==> src/rtl/uart_rx.sv <==
// 8N1 UART receiver: synchronises rxd, deserialises LSB-first frames and hands
// each byte to the consumer on a valid/ready handshake, flagging framing errors and overrun.
module uart_rx #(
  parameter int BAUD_RATE      = 9600,
  parameter int CLK_FREQ       = 50000000,
  parameter int COUNT_ONE_BIT  = CLK_FREQ / BAUD_RATE,
  parameter int COUNT_HALF_BIT = COUNT_ONE_BIT / 2
) (
  input  logic       clk,
  input  logic       rst_n,
  input  logic       rxd,
  output logic [7:0] data_out,
  output logic       data_valid,
  input  logic       data_ready,
  output logic       frame_err,
  output logic       overrun,
  output logic       busy
);

  typedef enum logic [2:0] {
    IDLE  = 3'd0,
    START = 3'd1,
    DATA  = 3'd2,
    STOP  = 3'd3,
    BREAK = 3'd4
  } state_t;

  localparam logic [15:0] ONE_M1  = 16'(COUNT_ONE_BIT - 1);
  localparam logic [15:0] HALF_M1 = 16'(COUNT_HALF_BIT - 1);

  state_t      r_state;
  state_t      w_stateNext;
  logic [15:0] r_cnt;
  logic [15:0] w_cntNext;
  logic [2:0]  r_bitIdx;
  logic [2:0]  w_bitIdxNext;
  logic [7:0]  r_shift;
  logic [7:0]  w_shiftNext;
  logic        r_sync1;
  logic        r_sync2;
  logic        w_rxS;
  logic        w_deliver;
  logic        w_frameErrSet;
  logic        w_load;
  logic        w_overrunSet;
  logic [7:0]  r_dataOut;
  logic        r_dataValid;
  logic        r_frameErr;
  logic        r_overrun;

  // Two-flop synchroniser, preset high so reset looks like an idle line
  always_ff @(posedge clk or negedge rst_n) begin
    if (!rst_n) begin
      r_sync1 <= 1'b1;
      r_sync2 <= 1'b1;
    end else begin
      r_sync1 <= rxd;
      r_sync2 <= r_sync1;
    end
  end

  assign w_rxS = r_sync2;

  always_ff @(posedge clk or negedge rst_n) begin
    if (!rst_n) begin
      r_state <= IDLE;
    end else begin
      r_state <= w_stateNext;
    end
  end

  // Counter clears on every transition and every sample, so each compare
  // below measures time since the previous decision point.
  always_comb begin
    w_stateNext   = r_state;
    w_cntNext     = r_cnt + 16'd1;
    w_bitIdxNext  = r_bitIdx;
    w_shiftNext   = r_shift;
    w_deliver     = 1'b0;
    w_frameErrSet = 1'b0;
    case (r_state)
      IDLE: begin
        w_cntNext = 16'd0;
        if (!w_rxS) begin
          w_stateNext = START;
        end
      end
      START: begin
        if (r_cnt == HALF_M1) begin
          w_cntNext = 16'd0;
          if (!w_rxS) begin
            w_stateNext  = DATA;
            w_bitIdxNext = 3'd0;
          end else begin
            w_stateNext = IDLE;
          end
        end
      end
      DATA: begin
        if (r_cnt == ONE_M1) begin
          w_cntNext   = 16'd0;
          w_shiftNext = {w_rxS, r_shift[7:1]};
          if (r_bitIdx == 3'd7) begin
            w_stateNext = STOP;
          end else begin
            w_bitIdxNext = r_bitIdx + 3'd1;
          end
        end
      end
      STOP: begin
        if (r_cnt == ONE_M1) begin
          w_cntNext = 16'd0;
          if (w_rxS) begin
            w_deliver   = 1'b1;
            w_stateNext = IDLE;
          end else begin
            w_frameErrSet = 1'b1;
            w_stateNext   = BREAK;
          end
        end
      end
      BREAK: begin
        w_cntNext = 16'd0;
        if (w_rxS) begin
          w_stateNext = IDLE;
        end
      end
      default: begin
        w_cntNext   = 16'd0;
        w_stateNext = IDLE;
      end
    endcase
  end

  always_ff @(posedge clk or negedge rst_n) begin
    if (!rst_n) begin
      r_cnt    <= 16'd0;
      r_bitIdx <= 3'd0;
      r_shift  <= 8'h00;
    end else begin
      r_cnt    <= w_cntNext;
      r_bitIdx <= w_bitIdxNext;
      r_shift  <= w_shiftNext;
    end
  end

  // A completed byte may replace the held one only if it is being accepted now
  assign w_load       = w_deliver & (~r_dataValid | data_ready);
  assign w_overrunSet = w_deliver & r_dataValid & ~data_ready;

  always_ff @(posedge clk or negedge rst_n) begin
    if (!rst_n) begin
      r_dataOut   <= 8'h00;
      r_dataValid <= 1'b0;
      r_frameErr  <= 1'b0;
      r_overrun   <= 1'b0;
    end else begin
      r_frameErr <= w_frameErrSet;
      r_overrun  <= w_overrunSet;
      if (w_load) begin
        r_dataOut   <= r_shift;
        r_dataValid <= 1'b1;
      end else if (r_dataValid && data_ready) begin
        r_dataValid <= 1'b0;
      end
    end
  end

  assign data_out   = r_dataOut;
  assign data_valid = r_dataValid;
  assign frame_err  = r_frameErr;
  assign overrun    = r_overrun;
  assign busy       = (r_state != IDLE);

endmodule

==> config.mk <==
export PLATFORM = sky130hd
export DESIGN_NAME = uart_rx
export DESIGN_NICKNAME = d
export VERILOG_FILES = /design/src/rtl/uart_rx.sv
export SDC_FILE = /design/constraint.sdc
export NUM_CORES = 1
export LEC_CHECK = 0
export CAP_MARGIN = 5
export CELL_PAD_IN_SITES_DETAIL_PLACEMENT = 1
export CELL_PAD_IN_SITES_GLOBAL_PLACEMENT = 2
export CORE_UTILIZATION = 41
export DETAILED_ROUTE_END_ITERATION = 10
export PLACE_DENSITY = 0.92
export REMOVE_ABC_BUFFERS = 1
export SLEW_MARGIN = 20
export SYNTH_ARGS = -nofsm -noshare
export SYNTH_HDL_FRONTEND = slang
export SYNTH_SLANG_ARGS = --single-unit
==> constraint.sdc <==
create_clock -name clk -period 3.4 [get_ports clk]
set_clock_uncertainty 0.2 [all_clocks]
set_input_delay 0.68 -clock clk [delete_from_list [all_inputs] [get_ports clk]]
set_output_delay 0.68 -clock clk [all_outputs]
set_load 0.005 [all_outputs]
Word-level counts from Yosys, hierarchy flattened --
Cells that the tools add are included.
Storage, ports and cells: bits in registers 43, word-level logic and storage cells 67, bits of input ports 4, output and inout port bits 12
Operators by class: equality and inequality tests 15, mux-type cells 25, add/subtract/negate cells 2, reduce and logical (&&, ||, !) cells 9, bitwise logic cells 6
Operators by type and width (count):
- 3-bit two-way mux | 11
- 16-bit two-way mux | 2
- 16-bit one-hot mux with 2 select lines | 1
- 16-bit by 1-bit adder with 16-bit output (second input constant) | 1
- 16-bit by 12-bit == test with 1-bit output (second input constant) | 1
- 16-bit by 13-bit == test with 1-bit output (second input constant) | 1
- 2-bit inequality test (second input constant) | 8
- 3-bit one-hot mux with 5 select lines | 1
- 1-bit two-way mux | 8
- 3-bit by 2-bit == test with 1-bit output (second input constant) | 2
- 3-bit == test (second input constant) | 2
- 3-bit one-hot mux with 2 select lines | 1
- 6-bit AND reduction | 1
- 5-bit AND reduction | 1
- 2-bit nonzero test | 2
- 3-bit by 1-bit adder with 3-bit output (second input constant) | 1
- 1-bit AND | 3
- 3-bit by 1-bit == test with 1-bit output (second input constant) | 1
- 3-bit logical NOT | 1
- 3-bit nonzero test | 1
- 2-bit two-way mux | 1
- 1-bit NOT | 2
- 2-bit AND reduction | 1
- 2-bit OR reduction | 1
- other kinds (2) | 2

Longest topological paths before layout --
depth after elaboration 5, gate-level depth with buffers 7

Least setup slack after synthesis --
No wires, ideal clock.
path kind reg2reg, from register r_cnt[0], to register r_shift[0], stages on the path, launching flop included 7, arrival time 1.627 ns, setup time 0.125 ns, data required time 3.075 ns, setup slack 1.448 ns, path through dfrtp_1 > ha_1 > and4bb_2 > nand4_4 > nand2b_1 > buf_6 > mux2_4
On the way: cells in the longest elaborated chain, start to end 2
RTL lines:
- start: declaration | line 33 | logic [15:0] r_cnt;
- start signal: assignment | line 141 | r_cnt <= w_cntNext;
- 16-bit by 13-bit == test with 1-bit output | line 100 | if (r_cnt == ONE_M1) begin
- 2-bit AND reduction (no line)
- end signal: assignment | line 143 | r_shift <= w_shiftNext;
- end: declaration | line 37 | logic [7:0] r_shift;
Every way passes these cells. A chain may end at the register's enable or synchronous reset.

Worst setup path after layout --
from register r_state[1], to output busy
On the way: cells in the longest elaborated chain, start to end 1
RTL lines:
- start: declaration | line 31 | state_t r_state;
- start signal: assignment | line 68 | r_state <= w_stateNext;
- 3-bit nonzero test | line 173 | assign busy = (r_state != IDLE);
- end: declaration | line 17 | output logic busy
Every way passes these cells.

==> flow_summary.toml <==
[layout]
antenna_cells = 0
drive_gt1_frac = 0.167
multi_input_area_sq_um = 882
final_cells = 259
nets = 198
n_fill_cell = 525
synthToLayoutAreaGrowth_pct = 13.7
seqCellArea_sq_um = 1080

[sta]
fin_crit_sh = 0.738
fin_tns_setup_ns = 0
finalHoldViolations = 0
rsz0062_at_grt = "false"
relSlewSlack = 0.383
hold_ws_ns = 0.158
maxSlewViolCount = 0
tightestPinTransition_ns = 0.925
clock.fmax_mhz = 399
min_period_ns = 2.51
setup_viol = 0

[global_route]
globalRoute.busiestLayer = "met2"
grt_use_met2 = 0.288
grt_pass1_vias = 1418
use_met1 = 0.211
grt.met3_usage = 0.0389
grt_usage = 0.169
grt_overflow_total = 0
grt_pass1_wl_um = 6800
antenna_found_initial = 0
grt_max_degree = 44

[route]
ant_nets = 0
first_pass_iters = 4
drtIter0Drc = 31
routedWlPerCell_um = 14.8
drcViolationCount = 0
vias = 1330
finalWirelength_um = 3830
viasPerCell = 5.14

[run]
cap_violations = 0

[die]
die_y_um = 72.1
coreArea_sq_um = 4720
start_util = 0.426
die_w_um = 72.1
placementRows = 25
dieArea_sq_um = 5200
ioPinCount = 16

[worst_setup_path]
required_ns = 2.52
reg2reg_from = "r_cnt[0]$_DFF_PN0_"
cp_data_arrival_time_ns = 1.63
critical_path_class = "reg -> out"
cp-end-kind = "primary output"
reg2reg_depth = 5
crit_fanout = 10
cp-start-kind = "flop"
r2r_slack_ns = 1.08
reg2reg_to = "r_shift[1]$_DFFE_PN0P_"

[pwr]
power_uw = 842
p_per_area_nw_per_um2 = 368
leakagePower_nw = 1.05
vdd_drop_max_mv = 0.163

[synthesis]
synth_mux_area_frac = 0.0969
synth.avg_cell_area_sq_um = 11.6
synth_xor_area_frac = 0.0609
synth-compound-area-share = 0.0447
synth_edf_count = 0
ys_seq_area_frac = 0.535
synthCells = 174
yosys.area.top_type = "dfrtp_1"
synth.area.top_cells = "dfrtp_1 (51%), nor2_1 (5.4%), mux2_4 (5.2%)"
yosys.area_share.simple = 0.217
synthArstFlopShare = 1.00
synth_top_family_by_area = "simple AND/OR/NAND/NOR gates"
synth_common_cells = "dfrtp_1 (41), nor2_1 (29), nand2_1 (13)"
yosysMostFrequentCell = "dfrtp_1"
synth.cell_area_sq_um = 2010
synth_top_flop_cell = "dfrtp_1"
synth.distinct_cells = 37
yosysTopAreaCellShare = 0.509
synthAdderAreaFrac = 0.0186
ys_ff_latch = 43
ys_warn_count = 0

[placement]
gp_congestion = 0.748
dp_hpwl_um = 2800
numPlacedInstances = 251
numPortBuffers = 15

[clock_tree]
clkLatencyLatePin_ns = 0.29
cts_setup_buffers = 0
clk_path_buf_depth = 2
htreeDepth = 2
path_clk_slew_ns = 0.08
numCtsBuffers = 5
root_buffer = "clkbuf_8"
clkSinkCount = 43
cts_hold_buf = 0
post_cts_resized = 0
cts_tree = "done"

[worst_hold_path]
hold_start = "r_sync1$_DFF_PN1_"
hold_end = "r_sync2$_DFF_PN1_"
hp-class = "reg -> reg"
min_path_cells = 0

[outcome]
status = "finished, final reports clean"
-- layout by cell type (no fill, tap or decap) --
cell and count:
nor2_1 29, nor4b_2 1, clkinv_2 1, o21ai_0 5, nand4_1 2, nor4_1 1, a221oi_2 1, ha_1 3
nor2_4 1, clkdlybuf4s50_1 14, dfstp_2 2, nor2b_1 2, xnor2_1 7, nor4b_1 2, inv_1 4, mux2_2 8
clkinvlp_4 1, nand3b_1 2, a21oi_1 2, nand2_1 13, nor3_1 4, nand3_1 8, and4bb_1 2, clkbuf_1 1
a31oi_1 1, mux2_4 7, nand4_4 1, xor2_1 7, clkbuf_8 5, nor3_4 1, a21oi_4 1, and4bb_2 1
a22o_1 2, nand2b_1 4, and3_1 2, buf_2 1, or3_1 1, and4b_1 1, dfrtp_1 41
-- critical path, stage by stage (launching register included) --
cell and delay [ns]:
dfrtp_1 0.48, or3_1 0.41, clkdlybuf4s50_1 0.45
-- sequential cells by signal (all words and copies together), names as in the netlist --
| signal | count |
|---|---|
| r_cnt | 16 |
| data_out | 8 |
| r_shift | 8 |
| r_bitIdx | 3 |
| r_state | 3 |
| data_valid | 1 |
| frame_err | 1 |
| overrun | 1 |
| r_sync1 | 1 |
| r_sync2 | 1 |
-- metrics by stage --
stage	area, sq um	util	worst slack (ns)
floorplan	1980	-	1.33
global placement	2200	0.467	1.12
detailed placement	2200	0.467	1.06
CTS	2290	0.485	0.879
global route	2290	0.485	0.835
finish	2290	0.485	0.892
-- final cells by class --
| class | instances | area share |
|---|---|---|
| Clock buffer | 6 | 0.0317 |
| Inverter | 4 | 0.00656 |
| Sequential cell | 43 | 0.471 |
| Tap cell | 67 | 0.0366 |
| Clock inverter | 2 | 0.00546 |
| Timing Repair Buffer | 15 | 0.0634 |
| Multi-Input combinational cell | 122 | 0.385 |
-- worst max path at each step --
stage                                 from                 endpoint  slack [ns]  cells past startpoint
floorplan               r_cnt[0]$_DFF_PN0_   r_shift[0]$_DFFE_PN0P_        1.33                      5
global placement                data_ready  data_out[2]$_DFFE_PN0P_        1.12                      5
detailed placement              data_ready  data_out[7]$_DFFE_PN0P_        1.06                      5
CTS                 r_state[0]$_DFFE_PN0P_                     busy        0.88                      2
global route        r_state[0]$_DFFE_PN0P_                     busy        0.83                      2
finish              r_state[1]$_DFFE_PN0P_                     busy        0.89                      2
-- per-layer routing --
metal | routed length (um) | part of all wire
met5 | 0 | 0
met4 | 82 | 0.021
met3 | 99 | 0.026
met2 | 1990 | 0.52
met1 | 1650 | 0.43
-- cell families (layout without fill, tap and decap cells) --
logic type / after synthesis / count (layout)
AOI/OAI and AO/OA: 12 / 12
xor gates and xnor gates: 14 / 14
adders and majority gates: 3 / 3
buffers and inverters: 9 / 27
DFF: 43 / 43
muxes: 15 / 15
and+or+nand+nor: 78 / 78
-- power by group --
| part | internal, mW | leakage, nW | switching, mW |
|---|---|---|---|
| sequential | 0.513 | 0.579 | 0.000943 |
| clock | 0.144 | 0.0412 | 0.170 |
| combinational | 0.00349 | 0.434 | 0.0113 |
Power figures use the tool's default switching activity.
